**src/rtl/fifo_pkg.sv**
```systemverilog
// fifo_pkg: shared types and constants for the FIFO read-side logic.
//   rd_state_e     - reader FSM states (IDLE, RUN, DRAIN)
//   DEFAULT_DATA_W - default FIFO word width in bits
//   SKID_DEPTH     - entries in the output skid buffer
package fifo_pkg;

    localparam int unsigned DEFAULT_DATA_W = 8;
    localparam int unsigned SKID_DEPTH     = 2;

    typedef enum logic [1:0] {
        IDLE  = 2'd0,
        RUN   = 2'd1,
        DRAIN = 2'd2
    } rd_state_e;

endpackage

```
**src/rtl/fifo_rd_skid.sv**
```systemverilog
// fifo_rd_skid: 2-entry in-order output buffer for the FIFO reader.
// Ports:
//   clk, rst   - clock, synchronous active-high reset
//   push       - write push_data at the tail this edge
//   push_data  - word to enqueue
//   pop        - remove the head word this edge (only asserted when count > 0)
//   head_data  - registered head word (oldest entry)
//   count      - number of valid entries, 0..2
// Entry 0 is always the head, so head_data comes straight from a register.
module fifo_rd_skid
    import fifo_pkg::*;
#(
    parameter int DATA_W = DEFAULT_DATA_W
) (
    input  logic              clk,
    input  logic              rst,
    input  logic              push,
    input  logic [DATA_W-1:0] push_data,
    input  logic              pop,
    output logic [DATA_W-1:0] head_data,
    output logic [1:0]        count
);

    logic [DATA_W-1:0] ent0_q, ent1_q;
    logic [1:0]        cnt_q;

    always_ff @(posedge clk) begin
        if (rst) begin
            ent0_q <= '0;
            ent1_q <= '0;
            cnt_q  <= 2'd0;
        end else begin
            if (push && !pop) begin
                if (cnt_q == 2'd0) begin
                    ent0_q <= push_data;
                end else begin
                    ent1_q <= push_data;
                end
                cnt_q <= cnt_q + 2'd1;
            end else if (!push && pop) begin
                ent0_q <= ent1_q;
                cnt_q  <= cnt_q - 2'd1;
            end else if (push && pop) begin
                // Occupancy unchanged: the new word lands behind whatever remains.
                if (cnt_q == 2'd1) begin
                    ent0_q <= push_data;
                end else begin
                    ent0_q <= ent1_q;
                    ent1_q <= push_data;
                end
            end
        end
    end

    assign head_data = ent0_q;
    assign count     = cnt_q;

endmodule

```
**src/rtl/fifo_reader.sv**
```systemverilog
// fifo_reader: pulls words from a FIFO with 1-cycle read latency and presents
// them on a valid/ready stream through a 2-entry skid buffer.
// Ports:
//   clk, rst  - clock, synchronous active-high reset
//   en        - permit new FIFO reads
//   rd_en     - FIFO pop request (combinational)
//   empty     - FIFO empty flag
//   data_out  - FIFO read data, valid one cycle after rd_en
//   m_data    - downstream word (buffer head)
//   m_valid   - m_data holds a word
//   m_ready   - downstream accepts the word
//   rd_count  - 16-bit wrapping count of delivered words (only when
//               FIFO_READER_CNT_EN is defined)
//   idle      - IDLE state with nothing buffered and no read in flight
// Configuration macro: FIFO_READER_CNT_EN adds rd_count and its counter.
module fifo_reader
    import fifo_pkg::*;
#(
    parameter int DATA_W    = DEFAULT_DATA_W,
    parameter int BUF_DEPTH = SKID_DEPTH
) (
    input  logic              clk,
    input  logic              rst,
    input  logic              en,
    output logic              rd_en,
    input  logic              empty,
    input  logic [DATA_W-1:0] data_out,
    output logic [DATA_W-1:0] m_data,
    output logic              m_valid,
    input  logic              m_ready,
`ifdef FIFO_READER_CNT_EN
    output logic [15:0]       rd_count,
`endif
    output logic              idle
);

    rd_state_e  state_q;
    logic       pend_q;
    logic [1:0] count;
    logic       pop;
    logic [2:0] occ_next;

    assign pop = m_valid && m_ready;

    // Occupancy once the in-flight word lands and this cycle's pop retires;
    // a new read is only safe if that leaves room for one more word.
    assign occ_next = {1'b0, count} + {2'b00, pend_q} - {2'b00, pop};

    assign rd_en = !rst && (state_q == RUN) && !empty && (occ_next < 3'(BUF_DEPTH));

    always_ff @(posedge clk) begin
        if (rst) begin
            state_q <= IDLE;
            pend_q  <= 1'b0;
        end else begin
            pend_q <= rd_en;
            unique case (state_q)
                IDLE: begin
                    if (en) state_q <= RUN;
                end
                RUN: begin
                    if (!en) state_q <= DRAIN;
                end
                DRAIN: begin
                    if (en) begin
                        state_q <= RUN;
                    end else if (!pend_q && (count == 2'd0)) begin
                        state_q <= IDLE;
                    end
                end
                default: state_q <= IDLE;
            endcase
        end
    end

    fifo_rd_skid #(
        .DATA_W (DATA_W)
    ) u_skid (
        .clk       (clk),
        .rst       (rst),
        .push      (pend_q),
        .push_data (data_out),
        .pop       (pop),
        .head_data (m_data),
        .count     (count)
    );

    assign m_valid = (count != 2'd0);
    assign idle    = (state_q == IDLE) && (count == 2'd0) && !pend_q;

`ifdef FIFO_READER_CNT_EN
    logic [15:0] rd_count_q;

    always_ff @(posedge clk) begin
        if (rst) begin
            rd_count_q <= 16'd0;
        end else if (pop) begin
            rd_count_q <= rd_count_q + 16'd1;
        end
    end

    assign rd_count = rd_count_q;
`endif

endmodule

```
**config.mk**
```make
export PLATFORM = sky130hd
export DESIGN_NAME = fifo_reader
export DESIGN_NICKNAME = d
export VERILOG_FILES = /design/src/rtl/fifo_pkg.sv /design/src/rtl/fifo_rd_skid.sv /design/src/rtl/fifo_reader.sv
export SDC_FILE = /design/constraint.sdc
export NUM_CORES = 1
export LEC_CHECK = 0
export CORE_ASPECT_RATIO = 0.6
export CORE_MARGIN = 10
export CORE_UTILIZATION = 28
export CTS_CLUSTER_SIZE = 40
export DETAILED_ROUTE_END_ITERATION = 8
export GPL_TIMING_DRIVEN = 1
export PLACE_DENSITY = 0.58
export SLEW_MARGIN = 0
export SYNTH_ARGS = -nofsm -noshare
export SYNTH_HDL_FRONTEND = slang
export SYNTH_SLANG_ARGS = --single-unit
```
**constraint.sdc**
```tcl
create_clock -name clk -period 3.1 [get_ports clk]
set_input_delay 0.775 -clock clk [delete_from_list [all_inputs] [get_ports clk]]
set_output_delay 0.775 -clock clk [all_outputs]
set_load 0.05 [all_outputs]
```
==> results.md <==
* Row Count at 17
* Max-cap viol count at 0
* Slew Limit Fails at 0
* Startpoint types: primary input
* Worst EP required at 2.32 ns
* Fin crit share at 0.9712
* Finish-stage setup viols at 0
* Crit Path Category: primary input to output pin
* First-pass GRT wire length at 4.519 mm
* Die X at 100.7 um
* I/O pin total at 24
* Final ANT Viol Nets at 0
* Die Y at 68.41 um
* Total GRT Usage at 0.08321
* Ranking of synthesized cells by area: dfxtp_1, o211ai_2, mux2i_1
* Final hold slack at 0.4700 ns
* Distinct cells, synth at 29
* Seq. cell area at 425.4 um2
* Vias at 939
* Fillers at 348
* Pre-CTS setup slack at -0.2777 ns
* Max Clk Rate at 332.2 MHz
* Pre-antenna DRT Iters at 4
* Yosys reg bits at 21
* Clk_skew at 0.003566 ns
* Antenna cells at 0
* Multi-input gate area at 638.1 um2
* Share of the synthesized area in the top cell type at 0.3844
* Power, Total at 1.077 mW
* # hold bufs at CTS at 0
* RD Place Congestion at 0.7481
* R2r worst-path depth at 9
* Die area at 6887 um2
* Synth Instances at 121
* Maximum VDD drop at 0.2742 mV
* Wirelength, routed at 2.798 mm
* CTS tree: done
* Final nets at 166
* Detailed Place HPWL at 2.146 mm
* Final core utilization at 0.3997
* Final hold vios at 0
* Hold Path Cell Cnt at 2
* Port bufs at 23
* Sequential area share after synthesis at 0.3844
* Initial drt markers at 42
* Netlist Area Pre-Place at 1094 um2
* Post-synth top cells: dfxtp_1, nand2_1, nor2_1, mux2i_1
* Actual slew at the worst max-slew pin at 0.6345 ns
* Initial antenna violation count at 0
* Congestion Overflow GR at 0
* Clock transition at path regs at 0.07 ns
* Synthesized netlist net count at 138
* # DRC at 0
* CTS Buf Count at 3
* Cell taking the most area after synthesis: dfxtp_1
* WP data arrival at 2.24 ns
* H-tree levels at 1
* Asr flop ratio synth at 0
* Lkg Pwr at 0.6568 nW
* Critical-path maximum fanout at 3
* Most frequent cell after synthesis: dfxtp_1
* Vias in the first global route at 918
* Outcome: finished clean
* Relative slew margins at 0.5761
* Starting density of the core at 0.2938
* P&R area growth vs syn at 36.04%
* Deepest clock path buffer count at 2
* Largest net degree at the start of global routing at 17
* P per Cell Area at 723.7 nW/um2
* Yosys warning count at 0
* EDFF count, synth at 0
* Vias per cell at 4.815
* Placed cells at 189
* Wire per inst at 14.35 um
* CTS sink count at 21
* Share of cells above drive strength 1 at 0.2230
* CP Capture Type: output pin
* Tightest Hold Check Type: flop to flop
* CTS root buffer: clkbuf_8
* Final setup margin at 0.08936 ns
* Unrepaired setup endpoints after global routing: yes
* Syn avg cell area at 9.038 um2
* Core ar. at 3722 um2
* Fin cells at 195
* Main synth FF type: dfxtp_1
* Fin crit period at 3.011 ns
* Worst skew pair latency at 0.25 ns
## final timing paths
check / endpoint / slack (ns) / from
worst min-delay path: u_skid.head_data[6]$_SDFFE_PP0P_ / 0.47 / u_skid.head_data[6]$_SDFFE_PP0P_
worst min register to register: u_skid.head_data[6]$_SDFFE_PP0P_ / 0.47 / u_skid.head_data[6]$_SDFFE_PP0P_
worst max-delay path: rd_en / 0.09 / m_ready
worst max register to register: pend_q$_SDFF_PP0_ / 1.21 / u_skid.count[1]$_SDFFE_PP0P_
## stage by stage
stage	instance area (um2)	setup TNS, ns
3_3_place_gp	1386	-0.2250
3_5_place_dp	1386	-0.2777
6_report	1488	0
2_1_floorplan	1099	0
5_1_grt	1488	-0.008892
4_1_cts	1435	0
## cell usage in the layout (no fill, tap or decap), types with 2 or more instances in the layout
master           Yosys  layout
clkdlybuf4s50_1      0      21
dfxtp_1             21      19
nand2_1             19      18
nor2_1              14      14
mux2i_1              9       9
nand4_1              8       8
o211ai_2             8       8
buf_4                0       8
nand2b_1             3       3
a21oi_1              3       3
clkbuf_8             0       3
inv_1                4       2
inv_4                0       2
nor3_1               3       2
o21ai_0              2       2
nand3b_1             2       2
a211oi_1             2       2
## layout make-up
| class | instances | share of cell area |
|---|---|---|
| multi-input cells | 88 | 0.4289 |
| flip-flops and latches | 21 | 0.2860 |
| repair buffers | 31 | 0.2018 |
| well taps | 47 | 0.03953 |
| clock buffers | 4 | 0.03028 |
| inverters | 4 | 0.01346 |
## power by group
part / internal [mW] / switching [mW]
logic: 0.241 / 0.347
clock network: 0.0913 / 0.0833
registers: 0.295 / 0.0191
total: 0.627 / 0.450
## per-layer routing
metal	global-route usage	routed length (um)	vias up
met5	0	0	-
met4	0.01404	8	0
met3	0.03819	153	2
met2	0.1341	1367	11
met1	0.1015	1269	451
li1	-	-	475
## sequential cells by signal (all words and copies together) (netlist names)
register          flops
u_skid.ent1_q         8
pend_q                1
state_q               2
u_skid.head_data      8
u_skid.count          2
## worst max-delay path: stages
cell and delay [ns]:
clkbuf_2 0.13, nand2b_4 0.07, xnor2_2 0.12, nand2_1 0.09, fa_1 0.57, nand2_2 0.08, nor3_4 0.21, clkbuf_16 0.19
## what timing repair did
action / 4_1_cts / 5_1_grt
endpoints found under the setup margin: 1 / 1
resized for setup: 4 / 13
setup buffers: 0 / 2
pin swaps: 1 / 3
cloned: 0 / 0
## cells by family after synthesis
group                      synth area share
AOI/OAI and AO/OA                    0.1430
xor gates and xnor gates            0.02403
adders and majority gates           0.05264
buffers and inverters               0.06520
DFF                                  0.3844
muxes                               0.08238
and+or+nand+nor                      0.2483
No activity file was read; power rests on OpenSTA's default activity.
